[config.mk]
export PLATFORM = sky130hd
export DESIGN_NAME = apb_multi_bridge
export DESIGN_NICKNAME = d
export VERILOG_FILES = /design/src/rtl/apb_multi_bridge.sv
export SDC_FILE = /design/constraint.sdc
export NUM_CORES = 1
export LEC_CHECK = 0
export BUFFER_PORTS_ARGS = -buffer_cell sky130_fd_sc_hd__buf_2
export CAP_MARGIN = 20
export CORE_AREA = 4 4 120 122
export DETAILED_ROUTE_END_ITERATION = 8
export DIE_AREA = 0 0 124 126
export PLACE_DENSITY = 0.73
export SYNTH_ARGS = -nofsm -noshare
export SYNTH_HDL_FRONTEND = slang
export SYNTH_SLANG_ARGS = --single-unit
[constraint.sdc]
create_clock -name clk -period 2.59 [get_ports clk]
set_input_delay 0.518 -clock clk [delete_from_list [all_inputs] [get_ports clk]]
set_output_delay 0.518 -clock clk [all_outputs]
set_load 0.05 [all_outputs]
[src/rtl/apb_multi_bridge.sv]
// APB multi-completer bridge: one upstream request port, NUM_SLV APB completers.
// Optional ACCESS timeout is enabled with macro APB_BRIDGE_TIMEOUT_EN.
module apb_multi_bridge #(
   parameter int ADDR_W  = 32,
   parameter int DATA_W  = 32,
   parameter int NUM_SLV = 4,
   parameter int SLV_AW  = 12,
   parameter int TIMEOUT = 16
) (
   input  logic                      clk,
   input  logic                      rst_n,
   input  logic                      req_valid,
   output logic                      req_ready,
   input  logic                      req_wr,
   input  logic [ADDR_W-1:0]         req_addr,
   input  logic [DATA_W-1:0]         req_wdata,
   input  logic [DATA_W/8-1:0]       req_be,
   output logic                      rsp_valid,
   output logic [DATA_W-1:0]         rsp_rdata,
   output logic                      rsp_err,
   output logic [ADDR_W-1:0]         paddr,
   output logic [NUM_SLV-1:0]        psel,
   output logic                      penable,
   output logic                      pwrite,
   output logic [DATA_W-1:0]         pwdata,
   output logic [DATA_W/8-1:0]       pstrb,
   input  logic [NUM_SLV*DATA_W-1:0] prdata,
   input  logic [NUM_SLV-1:0]        pready,
   input  logic [NUM_SLV-1:0]        pslverr
);

   localparam int IDX_W = $clog2(NUM_SLV);

   typedef enum logic [1:0] {IDLE, SETUP, ACCESS, RESP} state_t;

   state_t             state;
   logic [IDX_W-1:0]   idx;
   logic [IDX_W-1:0]   req_idx;
   logic               req_hit;
   logic               sel_rdy;
   logic               sel_err;
   logic [DATA_W-1:0]  sel_rdata;

`ifdef APB_BRIDGE_TIMEOUT_EN
   localparam int TW = $clog2(TIMEOUT + 1);
   logic [TW-1:0]      to_cnt;
`endif

   // Address decode of the incoming request and mux of the selected completer
   always_comb begin
      req_idx   = req_addr[SLV_AW +: IDX_W];
      req_hit   = (req_addr >> (SLV_AW + IDX_W)) == '0;
      sel_rdy   = pready[idx];
      sel_err   = pslverr[idx];
      sel_rdata = prdata[idx*DATA_W +: DATA_W];
   end

   // Transfer FSM with all APB and response outputs registered
   always_ff @(posedge clk or negedge rst_n) begin
      if (!rst_n) begin
         state     <= IDLE;
         idx       <= '0;
         req_ready <= 1'b0;
         rsp_valid <= 1'b0;
         rsp_rdata <= '0;
         rsp_err   <= 1'b0;
         paddr     <= '0;
         psel      <= '0;
         penable   <= 1'b0;
         pwrite    <= 1'b0;
         pwdata    <= '0;
         pstrb     <= '0;
`ifdef APB_BRIDGE_TIMEOUT_EN
         to_cnt    <= '0;
`endif
      end else begin
         unique case (state)
            IDLE: begin
               req_ready <= 1'b1;
               if (req_valid && req_ready) begin
                  req_ready <= 1'b0;
                  if (req_hit) begin
                     idx    <= req_idx;
                     paddr  <= req_addr;
                     pwrite <= req_wr;
                     pwdata <= req_wdata;
                     pstrb  <= req_wr ? req_be : '0;
                     psel   <= NUM_SLV'(1) << req_idx;
                     state  <= SETUP;
                  end else begin
                     rsp_valid <= 1'b1;
                     rsp_err   <= 1'b1;
                     rsp_rdata <= '0;
                     state     <= RESP;
                  end
               end
            end
            SETUP: begin
               penable <= 1'b1;
`ifdef APB_BRIDGE_TIMEOUT_EN
               to_cnt  <= '0;
`endif
               state   <= ACCESS;
            end
            ACCESS: begin
               if (sel_rdy) begin
                  psel      <= '0;
                  penable   <= 1'b0;
                  rsp_valid <= 1'b1;
                  rsp_err   <= sel_err;
                  rsp_rdata <= pwrite ? '0 : sel_rdata;
                  state     <= RESP;
               end
`ifdef APB_BRIDGE_TIMEOUT_EN
               else if (to_cnt == TW'(TIMEOUT - 1)) begin
                  psel      <= '0;
                  penable   <= 1'b0;
                  rsp_valid <= 1'b1;
                  rsp_err   <= 1'b1;
                  rsp_rdata <= '0;
                  state     <= RESP;
               end else begin
                  to_cnt <= to_cnt + 1'b1;
               end
`endif
            end
            RESP: begin
               rsp_valid <= 1'b0;
               req_ready <= 1'b1;
               state     <= IDLE;
            end
            default: state <= IDLE;
         endcase
      end
   end

endmodule

Word-level counts from Yosys, hierarchy flattened. Index checks and enable logic that the tools add are counted.

Logic and storage cells: 63. Output and inout bits: 109. Input port bits: 208. Register bits after elaboration: 113.

Equality and inequality tests: 7. Order comparisons: 1. Muxes and demuxes: 28. Reduce and logical (&&, ||, !) cells: 13. Shift-type cells: 2.

Operator list (count): 32-bit 2-to-1 mux (4); 128-bit by 8-bit indexed part select with 32-bit output (1); 32-bit one-hot mux with 2 select lines (1); 32-bit logical NOT (1); 4-bit 2-to-1 mux (4); 4-bit AND reduction (3); 1-bit 2-to-1 mux (8); 2-bit inequality test (second input constant) (4); 2-bit one-hot mux with 4 select lines (1); 4-bit one-hot mux with 2 select lines (1); 2-bit 2-to-1 mux (3); 1-bit one-hot mux with 2 select lines (3); 2-bit nonzero test (3); 1-bit binary-select mux with 2-bit select (2); 2-bit equality test (second input constant) (2); 2-bit AND reduction (2); 1-bit by 2-bit left shift with 4-bit output (first input constant) (1); 2-bit by 3-bit less-than comparator with 1-bit output (second input constant) (1); 1-bit one-hot mux with 3 select lines (1); 3-bit AND reduction (1); 3-bit nonzero test (1); 2-bit by 1-bit equality test with 1-bit output (second input constant) (1); 2-bit logical NOT (1); 1-bit logical AND (1).

Logic depth before layout (Yosys ltp). Gate-level depths: netlist of the first run.

Depth after elaboration: 4. Mapped depth: 9. Depth with buffers taken out: 7.

Worst setup path before layout of the first run. OpenSTA, ideal clock, no wires.

Path kind: reg-to-reg. Start: reg paddr[12] (netlist name). End: reg psel[0]. Data arrival time: 2.036 ns. Path buffers: 1. Stages on the path, launching flop included: 6. Required time: 2.465 ns. Setup slack: 0.430 ns. Period minus slack after synthesis: 2.160 ns. Setup time: 0.125 ns. Path through: dfrtp_1 -> buf_6 -> mux4_2 -> o211a_1 -> nand2_1 -> mux2_2.

RTL lines: end signal, assigned (line 88) `psel <= NUM_SLV'(1) << req_idx;`; end, declared (line 22) `output logic [NUM_SLV-1:0] psel,`.

Worst setup path in the final report of the first run.
Start: reg paddr[12]. End: out paddr[12].

RTL lines: start, declared (line 21) `output logic [ADDR_W-1:0] paddr,`; start signal, assigned (line 84) `paddr <= req_addr;`.

No word-level cell between the ends.

==> results of run 1 <==
==> through the flow <==
| step | area (µm²) | total power (µW) | hold WS (ns) | worst slack [ns] |
|---|---|---|---|---|
| 2_1_floorplan | 5190 | 3580 | 0.222 | 0.430 |
| 3_3_place_gp | 6900 | 4060 | 0.458 | 0.338 |
| 3_5_place_dp | 6900 | 4120 | 0.468 | 0.201 |
| 4_1_cts | 7190 | 5470 | 0.172 | 0.350 |
| 5_1_grt | 7190 | 5740 | 0.188 | 0.272 |
| 6_report | 7190 | 5390 | 0.154 | 0.410 |
==> report_power, final <==
group	internal [µW]	leakage (µW)	total, µW	switching [µW]
combinational	607	0.00230	2000	1390
sequential	1930	0.00149	2050	111
clock	681	0.000143	1340	660
==> metal layers <==
metal,part of all wire,vias up
met5,0,-
met4,0.019,0
met3,0.099,20
met2,0.53,206
met1,0.35,2030
li1,-,2024
==> cells by family after synthesis <==
| group | Yosys count | synth area share |
|---|---|---|
| AO/OA/AOI/OAI | 48 | 0.0507 |
| adder cells (fa/ha/maj) | 5 | 0.0121 |
| buffers and inverters | 34 | 0.0422 |
| flip-flops | 111 | 0.536 |
| multiplexers | 86 | 0.260 |
| AND/OR/NAND/NOR | 113 | 0.0992 |
==> cell usage in the layout, fill, tap and decap left out, drive strengths merged <==
cell and n:
buf 322, dfrtp 111, nand2 70, mux2 51, o21ai 42, mux4 34, nor2b 18, inv 13
clkbuf 10, nor2 8, nand3 7, ha 5, nor4 4, nor3b 2, a211oi 2, clkinv 2
nor3 2, diode 1, or2 1, a21bo 1, o211a 1, and3 1, a21o 1, a31oi 1
mux2i 1
==> path summary, 6_finish.rpt <==
| kind | slack (ns) | cells after the start | to | startpoint |
|---|---|---|---|---|
| worst min register to register | 0.47 | 2 | rsp_rdata[23] | rsp_rdata[23] |
| min in group clk | 0.38 | 2 | pwdata[10] | req_wdata[10] |
| worst max register to register | 0.57 | 6 | paddr[0] | state[0] |
| worst min-delay path | 0.15 | 1 | paddr[29] | rst_n |
| worst max-delay path | 0.41 | 2 | paddr[12] | paddr[12] |
| max in group asynchronous | 1.68 | 2 | paddr[12] | rst_n |
==> flip-flops by register name, summed over array words and instances, names as in the netlist <==
signal	count
penable	1
rsp_rdata	32
paddr	32
pstrb	4
pwdata	32
psel	4
rsp_valid	1
pwrite	1
req_ready	1
rsp_err	1
state	2
==> final cells by class <==
class                           instances  area, µm²  area share
Timing Repair Buffer                  322       1670       0.232
Tap cell                              176        220      0.0306
Clock inverter                          6       60.1     0.00835
Inverter                                9       33.8     0.00470
Multi-Input combinational cell        252       2200       0.306
Antenna cell                            1       2.50    0.000348
Sequential cell                       111       2780       0.386
Clock buffer                           10        229      0.0318
==> summary.md, run 1 <==
| Metric | Value |
|---|---|
| Crit path largest cell delay | `0.50 ns` |
| Hold Path Class | `in2async` |
| Crit Path Class | `reg2out` |
| Clock root cell | `clkbuf_16` |
| Final cell count without fillers | `887` |
| Async set-reset flop share out of synthesis | `1.00` |
| GR Overflow Total | `0` |
| WL final | `14.3 mm` |
| Clock Sinks | `111` |
| Initial antenna violation count | `1` |
| Resize count post-CTS | `0` |
| RSZ-0062 raised after global routing | `false` |
| Critical path peak fanout | `35` |
| Synthesized cell area | `0.00519 mm²` |
| Seq cells post-synth | `111` |
| Antenna-violating nets left | `0` |
| Slew @ Worst Pin | `0.640 ns` |
| Met3 usage | `0.0439` |
| Most common cell in the netlist | `dfrtp_1` |
| Pre-antenna DRT Iters | `4` |
| Grt met1 use | `0.198` |
| Layout cells sized above 1 | `0.583` |
| Post-synth top area share | `0.536` |
| Worst vdd ir | `0.000375 V` |
| Final Cycle Share | `0.842` |
| Synth area leader | `dfrtp_1` |
| DP HPWL | `11.6 mm` |
| Cts hold-fix bufs | `0` |
| Num ports | `317` |
| Max clock buf depth | `2` |
| Max cap viols | `0` |
| Leakage | `0.00393 µW` |
| FILL cells | `1139` |
| Post-synthesis cell type count | `29` |
| CP bufs+invs | `2` |
| Area Growth Syn to Fin | `38.6%` |
| Postcts setup bufs | `0` |
| Slew Viols, Final | `0` |
| Register area share after synthesis | `0.536` |
| WP data required | `2.07 ns` |
| Die H | `126 µm` |
| Max_slew headroom | `0.573` |
| CP Capture Type | `primary output` |
| Initial core utilization | `0.393` |
| Top FF cell, synth | `dfrtp_1` |
| Critical path arrival | `1.66 ns` |
| Die ar. | `0.0156 mm²` |
| Final Hold Vio Count | `0` |
| Synth Warn # | `0` |
| Mapped Nets | `610` |
| Drt drc | `0` |
| Synth area leaders | `dfrtp_1 (54%), mux4_2 (15%), mux2_2 (8.0%)` |
| Core Footprint | `0.0132 mm²` |
| Placer Congestion | `0.784` |
| Pwr dens | `749 mW/mm²` |
| Largest net degree at the start of global routing | `74` |
| Port bufs | `316` |
| Post-route setup TNS | `0 ns` |
| Clock skew | `0.00964 ns` |
| M2 GR Usage | `0.327` |
| Clock transition at the registers of the reported paths | `0.08 ns` |
| DP Cell Count | `870` |
| Post-synth top cells | `dfrtp_1 (111), nand2_1 (70), mux2_2 (37)` |
| Final worst path period need | `2.18 ns` |
| Die width | `124 µm` |
| Fin util | `0.545` |
| CTS tree | `built` |
| Slowest cell on the critical path | `buf_4` |
| Final net count | `918` |
| CP top delay family | `buffers and inverters` |
| H-tree lvl count | `3` |
| Via/cell ratio | `4.83` |
| First-pass GRT wire length | `21.8 mm` |
| Final setup vio count | `0` |
| Via Count | `4280` |
| Status | `completed` |
| Clk_lat worst skew | `0.34 ns` |
| Cell Rows | `42` |
| DR WL/cell | `16.1 µm` |
| Fmax | `459 MHz` |
| Total CTS buffers | `9` |
| Initial DRC count | `187` |
| Post-synth EDFFs | `0` |
| CP cell instances | `buf_4 -> buf_2` |
| Vias in the first global route | `4438` |
| Syn_area_per_cell | `13.1 µm²` |
| Type of origin of the critical path | `flip-flop` |
| GRT Total Usage | `0.178` |
| Global routing's busiest layer | `met2` |
| Mapped Cells | `397` |
No activity file was read; power rests on OpenSTA's default activity.
==> inputs of run 2 (changes only) <==
CORE_AREA = not set   (was 4 4 120 122)
CORE_MARGIN = 4   (was not set)
CORE_UTILIZATION = 39   (was not set)
DIE_AREA = not set   (was 0 0 124 126)
PLACE_DENSITY = 0.77   (was 0.73)
clock period = 1.96 ns   (was 2.59 ns; I/O delays follow)
==> summary.md, run 2 (synthesis gave the netlist of run 1 again) <==
| Metric | Value |
|---|---|
| Total CTS buffers | `9 (unchanged)` |
| Max cap viols | `0 (unchanged)` |
| Max clock buf depth | `2 (unchanged)` |
| DP HPWL | `12.3 mm (+6.1%)` |
| Final net count | `932 (+1.5%)` |
| WP data required | `1.57 ns (-0.50 ns)` |
| Slew Viols, Final | `0 (unchanged)` |
| RSZ-0062 raised after global routing | `false` |
| Pre-antenna DRT Iters | `4 (unchanged)` |
| Via Count | `4439 (+3.7%)` |
| Area Growth Syn to Fin | `42.8%` |
| Max_slew headroom | `0.605 (+0.0315)` |
| Clk_lat worst skew | `0.34 ns (about the same)` |
| Reg2reg start | `state[0]` |
| Switch Pwr | `3090 µW (+43%)` |
| Antenna-violating nets left | `0 (unchanged)` |
| Initial DRC count | `186 (-0.53%)` |
| Vias in the first global route | `4674 (+5.3%)` |
| Crit Path Class | `reg2out` |
| Clock transition at the registers of the reported paths | `0.08 ns (about the same)` |
| Combinational power share | `0.408 (+0.037)` |
| WL final | `15.6 mm (+8.8%)` |
| Internal reg-to-reg setup slack | `0.09 ns (-0.48 ns)` |
| First-pass GRT wire length | `22.8 mm (+4.5%)` |
| Cts hold-fix bufs | `0 (unchanged)` |
| Final Hold Vio Count | `0 (unchanged)` |
| Critical path peak fanout | `35 (unchanged)` |
| CP Capture Type | `primary output` |
| Placer Congestion | `0.840 (+7.1%)` |
| Fmax | `533 MHz` |
| Status | `completed` |
| Reg2reg path depth | `7 (+1)` |
| Switching Fraction | `0.405 (+0.00350)` |
| Via/cell ratio | `4.95 (+2.6%)` |
| P_int | `4530 µW (+41%)` |
| Biggest regs | `paddr: 32 flops, pwdata: 32 flops, rsp_rdata: 32 flops` |
| Initial core utilization | `0.404 (+0.0112)` |
| Register area | `0.00278 mm² (about the same)` |
| Worst r2r dst | `pwdata[15]` |
| Clock Sinks | `111 (unchanged)` |
| Pwr dens | `1030 mW/mm² (+37%)` |
| Final setup vio count | `0 (unchanged)` |
| Final Power | `7620 µW (+41%)` |
| CTS tree | `built` |
| Commonest cells after routing, fill and taps aside | `buf_2 (315), dfrtp_1 (109), nand2_1 (69)` |
| Num ports | `317 (unchanged)` |
| Type of origin of the critical path | `flip-flop` |
| Worst vdd ir | `0.00112 V (+200%)` |
| Critical path arrival | `1.48 ns (-0.18 ns)` |
| Cell Rows | `41 (-2.4%)` |
| H-tree lvl count | `3 (unchanged)` |
| DR WL/cell | `17.3 µm (+7.6%)` |
| Core Footprint | `0.0128 mm² (-2.8%)` |
| FILL cells | `1069 (-6.1%)` |
| Critical Path Source | `paddr[13]` |
| Seq pwr share | `0.356 (-0.024)` |
| Drt drc | `0 (unchanged)` |
| Final worst path period need | `1.87 ns` |
| Hold Path Class | `in2async` |
| Slew @ Worst Pin | `0.593 ns (-0.0472 ns)` |
| GRT Total Usage | `0.194 (+0.0161)` |
| Most common cell after layout, fill and taps aside | `buf_2` |
| Die ar. | `0.0152 mm² (-2.7%)` |
| Multi-input logic area | `0.00223 mm² (+1.3%)` |
| Clock root cell | `clkbuf_16` |
| Port bufs | `316 (unchanged)` |
| Die H | `123 µm (-2.1%)` |
| Final Cycle Share | `0.956` |
| Layout cells sized above 1 | `0.602 (+0.0191)` |
| Pre-CTS setup slack | `-0.262 ns (-0.463 ns)` |
| Initial antenna violation count | `4 (+3)` |
| Setup WS post-layout | `0.0855 ns (-0.324 ns)` |
| Largest net degree at the start of global routing | `112 (+51%)` |
| Leakage | `0.00402 µW (+2.4%)` |
| Clock skew | `0.00874 ns (-0.000897 ns)` |
| Clock power frac | `0.236 (-0.013)` |
| Worst setup path end | `paddr[13]` |
| Die width | `123 µm (-0.55%)` |
| GR Overflow Total | `0 (unchanged)` |
[run 2: cell count changes in the layout (fill, tap and decap cells not counted), moves of 2 or more]
cell     delta
buf_12      +3
buf_4       +9
ha_1        -2
inv_1       -2
inv_2       +2
inv_6       +3
inv_8       -3
o21ai_0    -21
o21ai_1    +21
[run 2: worst min path at each step]
stage | from | end | slack, ns
2_1_floorplan | rst_n | paddr[0] | 0.1
3_3_place_gp | paddr[10] | paddr[10] | 0.46
3_5_place_dp | rsp_rdata[31] | rsp_rdata[31] | 0.47
4_1_cts | rst_n | rsp_rdata[24] | 0.14
5_1_grt | rst_n | rsp_rdata[24] | 0.15
6_report | rst_n | rsp_rdata[24] | 0.09
[run 2: per-stage QoR]
stage | instance area (µm²) | hold WS, ns | utilization | setup TNS [ns] | cells
global placement | 7010 | 0.461 | 0.547 | -6.91 | 877
CTS | 7370 | 0.138 | 0.575 | 0 | 895
detailed placement | 7010 | 0.466 | 0.547 | -16.11 | 877
global route | 7400 | 0.153 | 0.577 | 0 | 897
finish | 7400 | 0.0916 | 0.577 | 0 | 897
floorplan | 5190 | 0.0964 | - | -1.57 | 397
[run 2: timing repair]
item                                    in CTS  in global routing
gates cloned                                 1                  1
resized for setup                            3                  4
pin swaps                                    1                  1
endpoints found under the setup margin      40                 84
setup buffers                                1                  0
hold endpoints to repair                     0                  0
[run 2: layout make-up]
cell class	count	area share
Multi-Input combinational cell	252	0.301
Inverter	9	0.00456
Tap cell	172	0.0291
Clock inverter	6	0.00811
Timing Repair Buffer	336	0.249
Antenna cell	1	0.000338
Clock buffer	10	0.0323
Sequential cell	111	0.375
[run 2: worst max-delay path, stage by stage (launching register included)]
cell     delay (ns)
dfrtp_2        0.39
buf_4          0.40
buf_2          0.35
[run 2: power groups by stage]
stage | Clock (µW) | Sequential [µW] | Combinational (µW)
after detailed placement | 0 | 2750 | 2930
after CTS | 1850 | 2710 | 2970
after global routing | 1970 | 2740 | 3340
after global placement | 0 | 2730 | 2860
after floorplan | 0 | 3520 | 1270
final | 1800 | 2710 | 3110
[run 2: per-layer routing]
metal,up-vias,track usage,routed length (µm),share of wire
met5,-,0,28,0.0018
met4,6,0.0664,364,0.023
met3,33,0.0586,1460,0.094
met2,236,0.355,8200,0.53
met1,2110,0.213,5510,0.35
li1,2054,-,-,-
==> inputs of run 3 (changes only) <==
==> constraint.sdc (replaced) <==
create_clock -name clk -period 1.96 [get_ports clk]
set_input_delay 0.196 -clock clk [delete_from_list [all_inputs] [get_ports clk]]
set_output_delay 0.196 -clock clk [all_outputs]
set_load 0.05 [all_outputs]
==> summary.md, run 3 (synthesis gave the netlist of run 1 again) <==
| Metric | Value |
|---|---|
| Critical path arrival | `2.11 ns (+0.63 ns)` |
| Slew @ Worst Pin | `0.543 ns (-0.0496 ns)` |
| Vias in the first global route | `4693 (+0.41%)` |
| Final Cycle Share | `0.957 (about the same)` |
| Clock root cell | `clkbuf_16` |
| Clock transition at the registers of the reported paths | `0.08 ns (about the same)` |
| Pwr dens | `1070 mW/mm² (+4.1%)` |
| Via/cell ratio | `5.03 (+1.7%)` |
| Pre-CTS setup slack | `-0.0321 ns (+0.230 ns)` |
| Crit Path Class | `reg2reg` |
| Placed cell area | `0.00704 mm² (+0.39%)` |
| RSZ-0062 raised after global routing | `false` |
| Final Power | `8100 µW (+6.3%)` |
| Die H | `123 µm (unchanged)` |
| DR WL/cell | `17.9 µm (+3.5%)` |
| Fin area | `0.00756 mm² (+2.1%)` |
| Clock Sinks | `111 (unchanged)` |
| Initial antenna violation count | `4 (unchanged)` |
| Num ports | `317 (unchanged)` |
| Worst hold margin | `0.0571 ns (-0.0346 ns)` |
| Final worst path period need | `1.88 ns (+0.00129 ns)` |
| Largest net degree at the start of global routing | `55 (-51%)` |
| Final net count | `945 (+1.4%)` |
| Combinational power share | `0.447 (+0.039)` |
| Max_slew headroom | `0.638 (+0.0330)` |
| Switch Pwr | `3230 µW (+4.7%)` |
| CTS tree | `built` |
| WP data required | `2.19 ns (+0.62 ns)` |
| Met3 WL post-DR | `1.46 mm (about the same)` |
| Die ar. | `0.0152 mm² (unchanged)` |
| Type of origin of the critical path | `flip-flop` |
| Fmax | `533 MHz (about the same)` |
| Switching Fraction | `0.399 (-0.00602)` |
| Port bufs | `316 (unchanged)` |
| CP Capture Type | `flip-flop` |
| Cell Rows | `41 (unchanged)` |
| Critical path peak fanout | `27 (-23%)` |
| Clk_lat worst skew | `0.35 ns (about the same)` |
| Antenna-violating nets left | `0 (unchanged)` |
| Setup WS post-layout | `0.0842 ns (-0.00129 ns)` |
| Clock power frac | `0.219 (-0.017)` |
| Commonest cells after routing, fill and taps aside | `buf_2 (315), dfrtp_1 (109), nand2_1 (69)` |
| Final Hold Vio Count | `0 (unchanged)` |
| Initial core utilization | `0.404 (unchanged)` |
| Area Growth Syn to Fin | `45.8%` |
| Antenna Diode Count | `0 (-1)` |
| Met2 WL | `8.67 mm (+5.8%)` |
| Via Count | `4575 (+3.1%)` |
| GRT Total Usage | `0.194 (-0.000411)` |
| GR Overflow Total | `0 (unchanged)` |
| Placer Congestion | `0.857 (+2.0%)` |
| Layout cells sized above 1 | `0.604 (+0.00159)` |
| Status | `completed` |
| Seq pwr share | `0.334 (-0.022)` |
| First-pass GRT wire length | `22.8 mm (about the same)` |
| Core Footprint | `0.0128 mm² (unchanged)` |
| Drt drc | `0 (unchanged)` |
| Clock skew | `0.0122 ns (+0.00348 ns)` |
| Pre-antenna DRT Iters | `5 (+1)` |
| Leakage | `0.00410 µW (+1.9%)` |
| DP HPWL | `12.7 mm (+2.9%)` |
| Final setup vio count | `0 (unchanged)` |
| Biggest regs | `paddr: 32 flops, pwdata: 32 flops, rsp_rdata: 32 flops` |
| Max cap viols | `0 (unchanged)` |
| Fin util | `0.590 (+0.0122)` |
| WL final | `16.3 mm (+4.9%)` |
| Worst vdd ir | `0.000869 V (-22%)` |
| Die width | `123 µm (unchanged)` |
| Met1 WL | `5.80 mm (+5.2%)` |
| P_int | `4870 µW (+7.4%)` |
| H-tree lvl count | `3 (unchanged)` |
| Slew Viols, Final | `0 (unchanged)` |
| Initial DRC count | `179 (-3.8%)` |
| Top layer in use | `met5` |
| Most common cell after layout, fill and taps aside | `buf_2` |
| Max clock buf depth | `2 (unchanged)` |
| Total CTS buffers | `9 (unchanged)` |
| Hold Path Class | `in2reg` |
run 3: per-stage QoR:
| step | setup TNS [ns] | cells |
|---|---|---|
| after floorplan | -1.57 | 397 |
| after global placement | 0 | 879 |
| after detailed placement | -0.592 | 879 |
| after CTS | 0 | 896 |
| after global routing | 0 | 909 |
| final | 0 | 909 |
run 3: routing by layer:
layer  vias up  track usage
li1       2083            -
met1      2199        0.203
met2       250        0.367
met3        35       0.0503
met4         8       0.0761
met5         -            0
run 3: power by group through the flow:
stage                     sequential [µW]  clock (µW)  combinational (µW)
final                                2710        1780                3620
after global routing                 2740        1930                3890
after CTS                            2710        1830                2990
after detailed placement             2750           0                2990
after global placement               2730           0                2910
after floorplan                      3520           0                1270
run 3: cell type report:
cell class	instances	area (µm²)
inverters	9	33.8
fillers	1073	5260
repair buffers	348	2010
well taps	172	215
multi-input cells	253	2230
flip-flops and latches	111	2780
clock inverters	6	62.6
clock buffers	10	229
run 3: worst paths after layout:
path	from	to	slack (ns)	depth (start not counted)
setup / recovery	state[1]	pwdata[31]	0.08	7
hold / removal	req_wdata[1]	pwdata[1]	0.06	2
setup reg to reg	state[1]	pwdata[31]	0.08	7
hold reg to reg	rsp_rdata[31]	rsp_rdata[31]	0.48	2
max in group asynchronous	rst_n	paddr[31]	1.00	3
min in group asynchronous	rst_n	rsp_valid	0.36	2
run 3: timing repair:
item	in CTS	in global routing
hold endpoints to repair	38	0
resized for setup	0	13
setup buffers	0	6
hold buffers	1	0
setup endpoints to repair	0	65
run 3: critical path, stage by stage, from the launching register on:
cell and delay (ns):
dfrtp_1 0.41, inv_1 0.15, ha_4 0.18, nand3_1 0.11
nor3_4 0.22, buf_12 0.15, buf_16 0.19, mux2_2 0.35
